--- src/rtl/psum_collector.sv ---
// psum_collector: deskews bottom-row partial sums, accumulates tiles and buffers completed rows in a FIFO
module psum_collector #(
   parameter int WIDTH     = 8,
   parameter int COLS      = 4,
   parameter int ACC_WIDTH = 16,
   parameter int DEPTH     = 4
) (
   input  logic                      clk_in,
   input  logic                      rst_in,
   input  logic [COLS*WIDTH-1:0]     psum_in,
   input  logic                      valid_in,
   input  logic                      first_in,
   input  logic                      last_in,
   output logic [COLS*ACC_WIDTH-1:0] out_data_out,
   output logic                      out_valid_out,
   input  logic                      out_ready_in,
   output logic                      full_out,
   output logic                      overflow_out
);
   localparam int AW = $clog2(DEPTH);
   logic [COLS*WIDTH-1:0]     col;
   logic [2:0]                fl [COLS-1];
   logic                      a_v, a_f, a_l;
   logic [ACC_WIDTH-1:0]      acc [COLS];
   logic [ACC_WIDTH-1:0]      sum [COLS];
   logic [COLS*ACC_WIDTH-1:0] row;
   logic [COLS*ACC_WIDTH-1:0] mem [DEPTH];
   logic [AW-1:0]             rd, wr;
   logic [AW:0]               cnt;
   logic                      pop, done, push;
   // column j arrives j cycles after launch, so it waits COLS-1-j cycles to line up with the last column
   for (genvar j = 0; j < COLS; j++) begin : g_col
      if (j == COLS-1) begin : g_direct
         assign col[j*WIDTH +: WIDTH] = psum_in[j*WIDTH +: WIDTH];
      end else begin : g_dly
         logic [WIDTH-1:0] sr [COLS-1-j];
         always_ff @(posedge clk_in) begin
            if (rst_in) begin
               for (int k = 0; k < COLS-1-j; k++) sr[k] <= '0;
            end else begin
               sr[0] <= psum_in[j*WIDTH +: WIDTH];
               for (int k = 1; k < COLS-1-j; k++) sr[k] <= sr[k-1];
            end
         end
         assign col[j*WIDTH +: WIDTH] = sr[COLS-2-j];
      end
   end
   assign {a_v, a_f, a_l} = fl[COLS-2];
   always_comb begin
      row = '0;
      for (int j = 0; j < COLS; j++) begin
         sum[j] = (a_f ? '0 : acc[j]) + ACC_WIDTH'(col[j*WIDTH +: WIDTH]);
         row[j*ACC_WIDTH +: ACC_WIDTH] = sum[j];
      end
   end
   assign out_valid_out = cnt != '0;
   assign full_out      = cnt == (AW+1)'(DEPTH);
   assign out_data_out  = out_valid_out ? mem[rd] : '0;
   assign pop           = out_valid_out & out_ready_in;
   assign done          = a_v & a_l;
   assign push          = done & (~full_out | pop);
   always_ff @(posedge clk_in) begin
      if (rst_in) begin
         for (int k = 0; k < COLS-1; k++) fl[k] <= '0;
         for (int j = 0; j < COLS; j++) acc[j] <= '0;
         rd           <= '0;
         wr           <= '0;
         cnt          <= '0;
         overflow_out <= 1'b0;
      end else begin
         fl[0] <= {valid_in, valid_in & first_in, valid_in & last_in};
         for (int k = 1; k < COLS-1; k++) fl[k] <= fl[k-1];
         if (a_v) for (int j = 0; j < COLS; j++) acc[j] <= sum[j];
         if (push) wr <= wr + AW'(1);
         if (pop) rd <= rd + AW'(1);
         cnt          <= cnt + (AW+1)'(push) - (AW+1)'(pop);
         overflow_out <= overflow_out | (done & ~push);
      end
   end
   // storage needs no reset: the head is masked to zero whenever the FIFO is empty
   always_ff @(posedge clk_in) if (push) mem[wr] <= row;
endmodule
--- config.mk ---
export PLATFORM = sky130hd
export DESIGN_NAME = psum_collector
export DESIGN_NICKNAME = d
export VERILOG_FILES = /design/src/rtl/psum_collector.sv
export SDC_FILE = /design/constraint.sdc
export NUM_CORES = 1
export LEC_CHECK = 0
export BUFFER_PORTS_ARGS = -buffer_cell sky130_fd_sc_hd__buf_2
export CORE_UTILIZATION = 60
export CTS_BUF_LIST = sky130_fd_sc_hd__clkbuf_16
export DETAILED_ROUTE_END_ITERATION = 10
export GPL_ROUTABILITY_DRIVEN = 1
export PLACE_DENSITY_LB_ADDON = 0.12
export SYNTH_ARGS = -nofsm -noshare
export SYNTH_HDL_FRONTEND = slang
export SYNTH_SLANG_ARGS = --single-unit
--- constraint.sdc ---
create_clock -name clk_in -period 9 [get_ports clk_in]
set_clock_uncertainty 0.1 [all_clocks]
set_input_delay 0.9 -clock clk_in [delete_from_list [all_inputs] [get_ports clk_in]]
set_output_delay 0.9 -clock clk_in [all_outputs]
set_load 0.005 [all_outputs]
==> results of run 1 <==
state kept, by name (all words and copies together), names as in the netlist, named ones only:
signal	flops
acc	64
fl	9
wr	2
overflow_out	1
cnt	3
mem	256
g_col.g_dly.sr	48
rd	2
path summary, 6_finish.rpt:
| path | startpoint | end | slack, ns |
|---|---|---|---|
| max | flop | out_data_out[15] | 5.06 |
| min | g_col[0].g_dly.sr[0][3]$_SDFF_PP0_ | g_col[0].g_dly.sr[0][11]$_SDFF_PP0_ | 0.33 |
| max reg2reg | fl[0][7]$_SDFF_PP0_ | mem[1][42]$_DFFE_PP_ | 5.33 |
| min reg2reg | g_col[0].g_dly.sr[0][3]$_SDFF_PP0_ | g_col[0].g_dly.sr[0][11]$_SDFF_PP0_ | 0.33 |
metal layers:
layer	vias to the layer above	global-route usage
met1	4581	0.304
met4	2	0.0552
met2	209	0.376
met5	-	0
met3	45	0.0350
li1	4308	-
stage by stage:
| stage | power, mW | worst slack (ns) | util |
|---|---|---|---|
| floorplan | 2.61 | 5.71 | - |
| detailed placement | 2.90 | 5.36 | 0.650 |
| global route | 4.62 | 4.78 | 0.697 |
| finish | 4.42 | 5.06 | 0.697 |
| CTS | 4.48 | 4.92 | 0.697 |
| global placement | 2.89 | 5.40 | 0.650 |
final cells by class:
cell class | count | area [µm²] | area share
sequential | 387 | 11000 | 0.579
multi-input combinational | 648 | 5580 | 0.295
clock buffer | 43 | 1080 | 0.0568
timing repair buffer | 115 | 603 | 0.0319
tap | 372 | 465 | 0.0246
clock inverter | 28 | 198 | 0.0104
inverter | 13 | 48.8 | 0.00258
power breakdown:
group	switching [mW]	internal, mW
sequential	0.0598	1.99
clock	0.635	0.942
combinational	0.380	0.416
worst max-delay path, stage by stage, from the launching register on:
cell                      delay (ns)
sky130_fd_sc_hd__dfxtp_4        0.71
sky130_fd_sc_hd__buf_4          0.73
sky130_fd_sc_hd__mux4_2         0.62
sky130_fd_sc_hd__and2_1         0.19
sky130_fd_sc_hd__buf_2          0.13
layout by cell type (no fill, tap or decap), types with 28 or more instances in the layout:
cell type,n
sky130_fd_sc_hd__nor2b_1,108
sky130_fd_sc_hd__and2_1,103
sky130_fd_sc_hd__ha_1,37
sky130_fd_sc_hd__edfxtp_1,320
sky130_fd_sc_hd__nor2_1,52
sky130_fd_sc_hd__dfxtp_1,64
sky130_fd_sc_hd__buf_2,104
sky130_fd_sc_hd__mux4_2,64
sky130_fd_sc_hd__clkbuf_16,43
sky130_fd_sc_hd__nand2_1,28
kinds of logic after synthesis:
logic type,count (synthesis)
DFF,387
muxes,85
buffers and inverters,60
adders and majority gates,42
AOI/OAI and AO/OA,112
xor gates and xnor gates,45
and+or+nand+nor,364
==> impl_metrics.yaml, run 1 <==
sta:
  count_of_pins_over_their_slew_limit: 0
  fin_tns_setup_ns: 0
  timing.final.hold_violations: 0
  finalCritPeriodShare: 0.438
  timing.hold.ws_ns: 0.332
  setup_repair_after_global_routing_missed_its_margin: "no"
  fmaxAchievable_ghz: 0.254
  timing.max_slew.rel_slack: 0.329
  max_slew.worst_pin.slew_ns: 1.00
  setup_viol_count_final: 0
  post-route-min-period_ns: 3.94
yosys:
  synth_top_family_by_area: "simple AND/OR/NAND/NOR gates"
  proportion_of_netlist_area_held_by_the_largest_area_contributor: 0.573
  synth_edf_count: 320
  synthMostInstantiatedCell: "sky130_fd_sc_hd__edfxtp_1"
  synth_top_cells_by_area: "sky130_fd_sc_hd__edfxtp_1 57%, sky130_fd_sc_hd__mux4_2 8.6%, sky130_fd_sc_hd__dfxtp_1 8.0%"
  yosys.area.top_type: "sky130_fd_sc_hd__edfxtp_1"
  post_synth_mux_area_share: 0.0991
  instance_count_of_the_mapped_netlist: 1095
  synthesized_area_fraction_occupied_by_adder_cells: 0.0336
  mappedNetlistNets: 1175
  synth_compound_area_frac: 0.0513
  synth_async_sr_flop_share: 0
  postSynth.topFlopCell: "sky130_fd_sc_hd__edfxtp_1"
  cell_types_with_the_highest_counts_after_synthesis: "320 x sky130_fd_sc_hd__edfxtp_1, 108 x sky130_fd_sc_hd__nor2b_1, 107 x sky130_fd_sc_hd__and2_1"
  synth_cell_types: 67
  ff_latch_count_synth: 387
  syn_area_per_cell_um2: 15.3
  yosysWarningCount: 0
  post_synth_xor_area_fraction: 0.0235
  synth_simple_gate_area_share: 0.125
  synth-seq-area-share: 0.653
  synth.cell_area_um2: 16800
finish:
  fillers: 1884
  num-nets-final: 1284
  fraction_of_final_layout_cells_with_drive_strength_greater_than_1: 0.213
  postLayoutCellArea_um2: 18900
  stdcell_count: 1606
  antenna-diode-count: 0
  area_delta_synth_final_pct: 12.9
clocking:
  post_cts_resized: 0
  cts_setup_buffers: 0
  worst_path_clk_slew_ns: 0.06
  clock_insertion_delay_worst_skew_ns: 0.52
  tritoncts_num_sinks: 387
  cts.hold.buffers_added: 0
  root_buffer: "sky130_fd_sc_hd__clkbuf_16"
  cts_tree: "built"
  clock_path_buffers: 3
  cts_buffers: 39
  htree_num_levels: 2
die:
  die-width_um: 169
  floorplan.core_area_um2: 27200
  fp-row-count: 60
  die_outline_height_um: 169
  floorplan.die_area_um2: 28600
  num_io_pins: 105
  initial_core_util: 0.617
grt:
  gr-usage-all-layers: 0.222
  grt_pass1_vias: 9194
  grt_overflow_total: 0
  grt_max_degree: 68
  initial_antenna_violation_count: 1
  grt_first_pass_wirelength_um: 48800
drt:
  detail_route.iter0.violations: 622
  drt_first_pass_iters: 4
  wl_met3_um: 1420
  routed.top_layer: "met5"
  routed-via-count: 9145
  dr_wl_met2_um: 15100
  post_drt_wl_per_cell_um: 19.0
  route.detailed.vias_per_inst: 5.69
  routedLengthMet1_um: 13600
  drt-total-wl_um: 30600
  drt.antenna.violating_nets: 0
  drc_errors: 0
power:
  worst_ir_drop_vdd_uv: 155
  cellLeakagePower_nw: 6.89
  cell_area_power_density_nw_per_um2: 234
critical_path:
  crit_required_ns: 8.00
  worstSetupStartpointType: "flop"
  arrival_time_reported_for_the_critical_path_endpoint_ns: 2.94
  reg2regPathDepth: 9
  critPathMaxFanout: 39
  startpoint_to_endpoint_class_of_the_critical_path: "flop to output port"
  cp-end-kind: "output port"
placement:
  place_area_um2: 17700
  io_buffer_count: 104
  detailed_placer_s_ending_hpwl_um: 18300
  globalplace.congestion: 0.821
  numPlacedInstances: 1535
outcome:
  outcome: "complete, no violations"
worst_hold_path:
  hold_crit_path_type: "flop to flop"
  cell_count_of_the_worst_hold_path: 1
flow_run:
  timing.max_cap.violations: 0
Power figures use the tool's default switching activity.
==> run 2, diff against run 1 <==
- clock period: 9 -> 4.02 ns (I/O delays scaled with it)
==> run 2 against run 1 <==
Effect of this change: worst setup slack lost 4.3 ns; critical path type is now flop to flop; via count rose by 0.34%; global-route usage grew 0.53 points; critical endpoint is now mem[0][57]$_DFFE_PP_.
==> impl_metrics.yaml, run 2 (synthesis results as in run 1) <==
critical_path:
  cp-end-kind: "flop"
  setup_slack_on_the_worst_flop_to_flop_path_ns: 0.73
  worstSetupStartpointType: "flop"
  startpoint_to_endpoint_class_of_the_critical_path: "flop to flop"
  regToRegStartpoint: "fl[0][7]$_SDFF_PP0_"
  critPathMaxFanout: 38
  crit_required_ns: 4.19
  arrival_time_reported_for_the_critical_path_endpoint_ns: 3.46
  crit_path_start: "fl[0][7]$_SDFF_PP0_"
finish:
  antenna-diode-count: 0
  layout_commonest_cell: "sky130_fd_sc_hd__edfxtp_1"
  reg.largest.list: "mem: 256 flops, acc: 64 flops, g_col.g_dly.sr: 48 flops"
  fraction_of_final_layout_cells_with_drive_strength_greater_than_1: 0.215
  largest_reg_flops: 256
  layout_common_cells: "320 x sky130_fd_sc_hd__edfxtp_1, 108 x sky130_fd_sc_hd__nor2b_1, 104 x sky130_fd_sc_hd__buf_2"
  fillers: 1830
  area_delta_synth_final_pct: 15.0
  num-nets-final: 1312
  registers.top_by_ff_count: "mem"
  stdcell_count: 1634
die:
  fp-row-count: 60
  die_outline_height_um: 169
  floorplan.core_area_um2: 27200
  num_io_pins: 105
  floorplan.die_area_um2: 28600
  initial_core_util: 0.617
  die-width_um: 169
sta:
  count_of_pins_over_their_slew_limit: 0
  timing.max_slew.rel_slack: 0.371
  max_slew.worst_pin.slew_ns: 0.944
  setup_viol_count_final: 0
  timing.final.hold_violations: 0
  setup_repair_after_global_routing_missed_its_margin: "no"
  post-route-min-period_ns: 3.29
  finalCritPeriodShare: 0.818
  fin_tns_setup_ns: 0
  fmaxAchievable_ghz: 0.304
drt:
  routed-via-count: 9176
  drc_errors: 0
  route.detailed.vias_per_inst: 5.62
  drt-total-wl_um: 31100
  detail_route.iter0.violations: 621
  post_drt_wl_per_cell_um: 19.1
  drt.antenna.violating_nets: 0
  drt_first_pass_iters: 5
outcome:
  outcome: "complete, no violations"
placement:
  numPlacedInstances: 1542
  globalplace.congestion: 0.843
  io_buffer_count: 104
  detailed_placer_s_ending_hpwl_um: 18600
power:
  cellLeakagePower_nw: 7.03
  worst_ir_drop_vdd_uv: 679
  cell_area_power_density_nw_per_um2: 519
  fin_total_pwr_mw: 10.0
grt:
  grt_overflow_total: 0
  grt_first_pass_wirelength_um: 49800
  grt_max_degree: 69
  initial_antenna_violation_count: 0
  gr-usage-all-layers: 0.227
  grt_pass1_vias: 9381
clocking:
  htree_num_levels: 2
  clock_insertion_delay_worst_skew_ns: 0.52
  worst_path_clk_slew_ns: 0.06
  cts_buffers: 39
  cts_tree: "built"
  tritoncts_num_sinks: 387
  post_cts_resized: 0
  clock_path_buffers: 3
  root_buffer: "sky130_fd_sc_hd__clkbuf_16"
worst_hold_path:
  hold_crit_path_type: "input pin to flop"
  startpoint_of_the_tightest_hold_check_path: "psum_in[1]"
flow_run:
  timing.max_cap.violations: 0
[run 2: final cells by class]
class | count | area [µm²] | area share
sequential | 387 | 11000 | 0.568
multi-input combinational | 648 | 5580 | 0.290
clock buffer | 41 | 1030 | 0.0532
timing repair buffer | 143 | 941 | 0.0488
tap | 372 | 465 | 0.0241
clock inverter | 30 | 259 | 0.0134
inverter | 13 | 48.8 | 0.00253
[run 2: final timing paths]
check                                                     endpoint  cells after the start
worst max-delay path                          mem[0][57]$_DFFE_PP_                      8
worst min-delay path            g_col[0].g_dly.sr[0][1]$_SDFF_PP0_                      2
worst max register to register                mem[0][57]$_DFFE_PP_                      8
worst min register to register  g_col[0].g_dly.sr[0][9]$_SDFF_PP0_                      1
[run 2: report_power, final]
group          switching (mW)  internal, mW
registers               0.130          4.46
logic                   0.865         0.969
clock network            1.43          2.16
total                    2.42          7.59
[run 2: stage by stage]
| step | setup slack (ns) | hold slack, ns | util | instance area [µm²] |
|---|---|---|---|---|
| floorplan | 0.958 | 0.314 | - | 16800 |
| global placement | 0.830 | 0.317 | 0.654 | 17800 |
| detailed placement | 0.742 | 0.320 | 0.654 | 17800 |
| CTS | 0.715 | 0.00438 | 0.709 | 19300 |
| global route | 0.492 | 0.0183 | 0.709 | 19300 |
| finish | 0.732 | 0.0189 | 0.709 | 19300 |
[run 2: timing repair]
item                      in CTS  in global routing
buffers inserted               0                  0
hold endpoints to repair      21                  0
hold buffers                  21                  0
[run 2: per-layer routing]
metal | share of wire | up-vias | GRT usage | wire length, µm
met1 | 0.46 | 4576 | 0.318 | 14200
met5 | 0 | - | 0 | 0
li1 | - | 4370 | - | -
met2 | 0.49 | 193 | 0.377 | 15100
met4 | 0.018 | 0 | 0.0642 | 547
met3 | 0.039 | 37 | 0.0326 | 1220
[run 2: critical path: stages, from the launching register on]
cell and delay (ns):
sky130_fd_sc_hd__dfxtp_2 0.94, sky130_fd_sc_hd__nand2b_1 0.24, sky130_fd_sc_hd__inv_1 0.07, sky130_fd_sc_hd__ha_1 0.30, sky130_fd_sc_hd__a211oi_1 0.36, sky130_fd_sc_hd__o21a_1 0.21, sky130_fd_sc_hd__o21ai_1 0.18, sky130_fd_sc_hd__and2_1 0.24
sky130_fd_sc_hd__o21ai_0 0.38
==> run 3, diff against run 2 <==
- clock period: 4.02 -> 3.2 ns (I/O delays scaled with it)
==> run 3 against run 2 <==
Effect of this change: global-route usage barely moved; combinational power rose by 30%; non-clock buffer count rose by 12; core utilization rose by 0.38 points; die area did not move; largest cell class unchanged; highest routed layer unchanged.
==> impl_metrics.yaml, run 3 (synthesis results as in run 1) <==
sta:
  fin_tns_setup_ns: 0
  timing.max_slew.rel_slack: 0.535
  count_of_pins_over_their_slew_limit: 0
  timing.final.hold_violations: 0
  max_slew.worst_pin.slew_ns: 0.698
  setup_viol_count_final: 0
  post-route-min-period_ns: 2.80
  fmaxAchievable_ghz: 0.357
  finalCritPeriodShare: 0.874
  setup_repair_after_global_routing_missed_its_margin: "no"
finish:
  area_of_the_multi_input_gates_um2: 5580
  fillers: 1807
  area_delta_synth_final_pct: 15.6
  layout_commonest_cell: "sky130_fd_sc_hd__edfxtp_1"
  antenna-diode-count: 0
  registers.top_by_ff_count: "mem"
  largest_reg_flops: 256
  fraction_of_final_layout_cells_with_drive_strength_greater_than_1: 0.216
  postLayoutCellArea_um2: 19400
  reg.largest.list: "mem: 256 flops, acc: 64 flops, g_col.g_dly.sr: 48 flops"
  layout_common_cells: "320 x sky130_fd_sc_hd__edfxtp_1, 108 x sky130_fd_sc_hd__nor2b_1, 104 x sky130_fd_sc_hd__buf_2"
  sequential_cell_area_um2: 11000
  num-nets-final: 1323
grt:
  grt_pass1_vias: 9300
  grt_max_degree: 69
  initial_antenna_violation_count: 0
  grt_overflow_total: 0
  grt_first_pass_wirelength_um: 49600
  gr-usage-all-layers: 0.227
critical_path:
  arrival_time_reported_for_the_critical_path_endpoint_ns: 2.99
  setup_slack_on_the_worst_flop_to_flop_path_ns: 0.40
  worst_path_dominant_cell_family: "adder cells"
  regToRegStartpoint: "fl[0][7]$_SDFF_PP0_"
  timing.critical_path.slowest_stage_cell: "sky130_fd_sc_hd__dfxtp_4"
  worst_path_largest_cell_delay_ns: 0.57
  critPathBufInv: 0
  reg2regPathDepth: 8
  worstSetupStartpointType: "flop"
  startpoint_to_endpoint_class_of_the_critical_path: "flop to flop"
  crit_required_ns: 3.39
  critical_path.reg2reg.endpoint: "mem[0][46]$_DFFE_PP_"
  cp-end-kind: "flop"
  critPathMaxFanout: 25
  cp.depth: 8
  critical_path.cell_chain: "nor2b_1, ha_1, fa_1, a211oi_1, o211ai_1, nand2_1, nor3_2, xnor2_1"
drt:
  drt-total-wl_um: 31700
  drt_first_pass_iters: 4
  drc_errors: 0
  routed-via-count: 9250
  post_drt_wl_per_cell_um: 19.3
  detail_route.iter0.violations: 614
  drt.antenna.violating_nets: 0
  route.detailed.vias_per_inst: 5.62
placement:
  io_buffer_count: 104
  detailed_placer_s_ending_hpwl_um: 18700
  place_area_um2: 17800
  globalplace.congestion: 0.842
power:
  cellLeakagePower_nw: 7.09
  cell_area_power_density_nw_per_um2: 647
  worst_ir_drop_vdd_uv: 933
clocking:
  htree_num_levels: 2
  clock_path_buffers: 3
  cts_tree: "built"
  root_buffer: "sky130_fd_sc_hd__clkbuf_16"
  worst_path_clk_slew_ns: 0.06
  tritoncts_num_sinks: 387
  cts_setup_buffers: 0
  clock_insertion_delay_worst_skew_ns: 0.52
  cts_buffers: 38
flow_run:
  timing.max_cap.violations: 0
die:
  die-width_um: 169
  floorplan.die_area_um2: 28600
  fp-row-count: 60
  num_io_pins: 105
  initial_core_util: 0.617
  floorplan.core_area_um2: 27200
  die_outline_height_um: 169
worst_hold_path:
  startpoint_of_the_tightest_hold_check_path: "out_ready_in"
  cell_count_of_the_worst_hold_path: 4
  hold_crit_path_type: "input pin to flop"
outcome:
  outcome: "complete, no violations"
## run 3: layout make-up
cell class | count | share of cell area
clock inverter | 27 | 0.00988
inverter | 13 | 0.00252
clock buffer | 43 | 0.0555
tap | 372 | 0.0240
multi-input combinational | 648 | 0.288
timing repair buffer | 155 | 0.0546
sequential | 387 | 0.565
## run 3: how the worst max path moves through the flow
| stage | from | to |
|---|---|---|
| after floorplan | fl[0][7]$_SDFF_PP0_ | mem[0][13]$_DFFE_PP_ |
| after global placement | fl[0][7]$_SDFF_PP0_ | mem[2][13]$_DFFE_PP_ |
| after detailed placement | fl[0][7]$_SDFF_PP0_ | mem[0][14]$_DFFE_PP_ |
| after CTS | fl[0][7]$_SDFF_PP0_ | mem[2][14]$_DFFE_PP_ |
| after global routing | fl[0][7]$_SDFF_PP0_ | mem[0][14]$_DFFE_PP_ |
| final | fl[0][7]$_SDFF_PP0_ | mem[0][46]$_DFFE_PP_ |
## run 3: per-layer routing
| layer | vias up | wire [µm] | global-route usage |
|---|---|---|---|
| li1 | 4382 | - | - |
| met1 | 4597 | 14200 | 0.318 |
| met2 | 216 | 15500 | 0.374 |
| met3 | 55 | 1320 | 0.0326 |
| met4 | 0 | 615 | 0.0685 |
| met5 | - | 0 | 0 |
## run 3: report_power, final
| group | internal [mW] | switching (mW) |
|---|---|---|
| sequential | 5.60 | 0.139 |
| clock | 2.64 | 1.77 |
| combinational | 1.24 | 1.14 |
## run 3: stage by stage
step                      hold slack (ns)   util  instances  setup slack (ns)  total power [mW]
after global placement              0.316  0.656       1548             0.305              8.20
after CTS                          0.0719  0.713       1645             0.164              12.7
final                              0.0970  0.713       1645             0.403              12.5
after global routing                0.117  0.713       1645             0.166              13.1
after detailed placement            0.325  0.656       1548             0.193              8.23
after floorplan                     0.306      -       1095             0.138              7.35
## run 3: worst min-delay path, delay by kind of cell
family | cells | cell delay, ns
xor+xnor | 1 | 0.07
buf+inv | 1 | 0.14
simple gates | 2 | 0.14
## run 3: what timing repair did
action,in CTS,in global routing
endpoints found under the hold margin,27,0
endpoints found under the setup margin,0,4
resized for setup,0,1
hold buffers,27,0
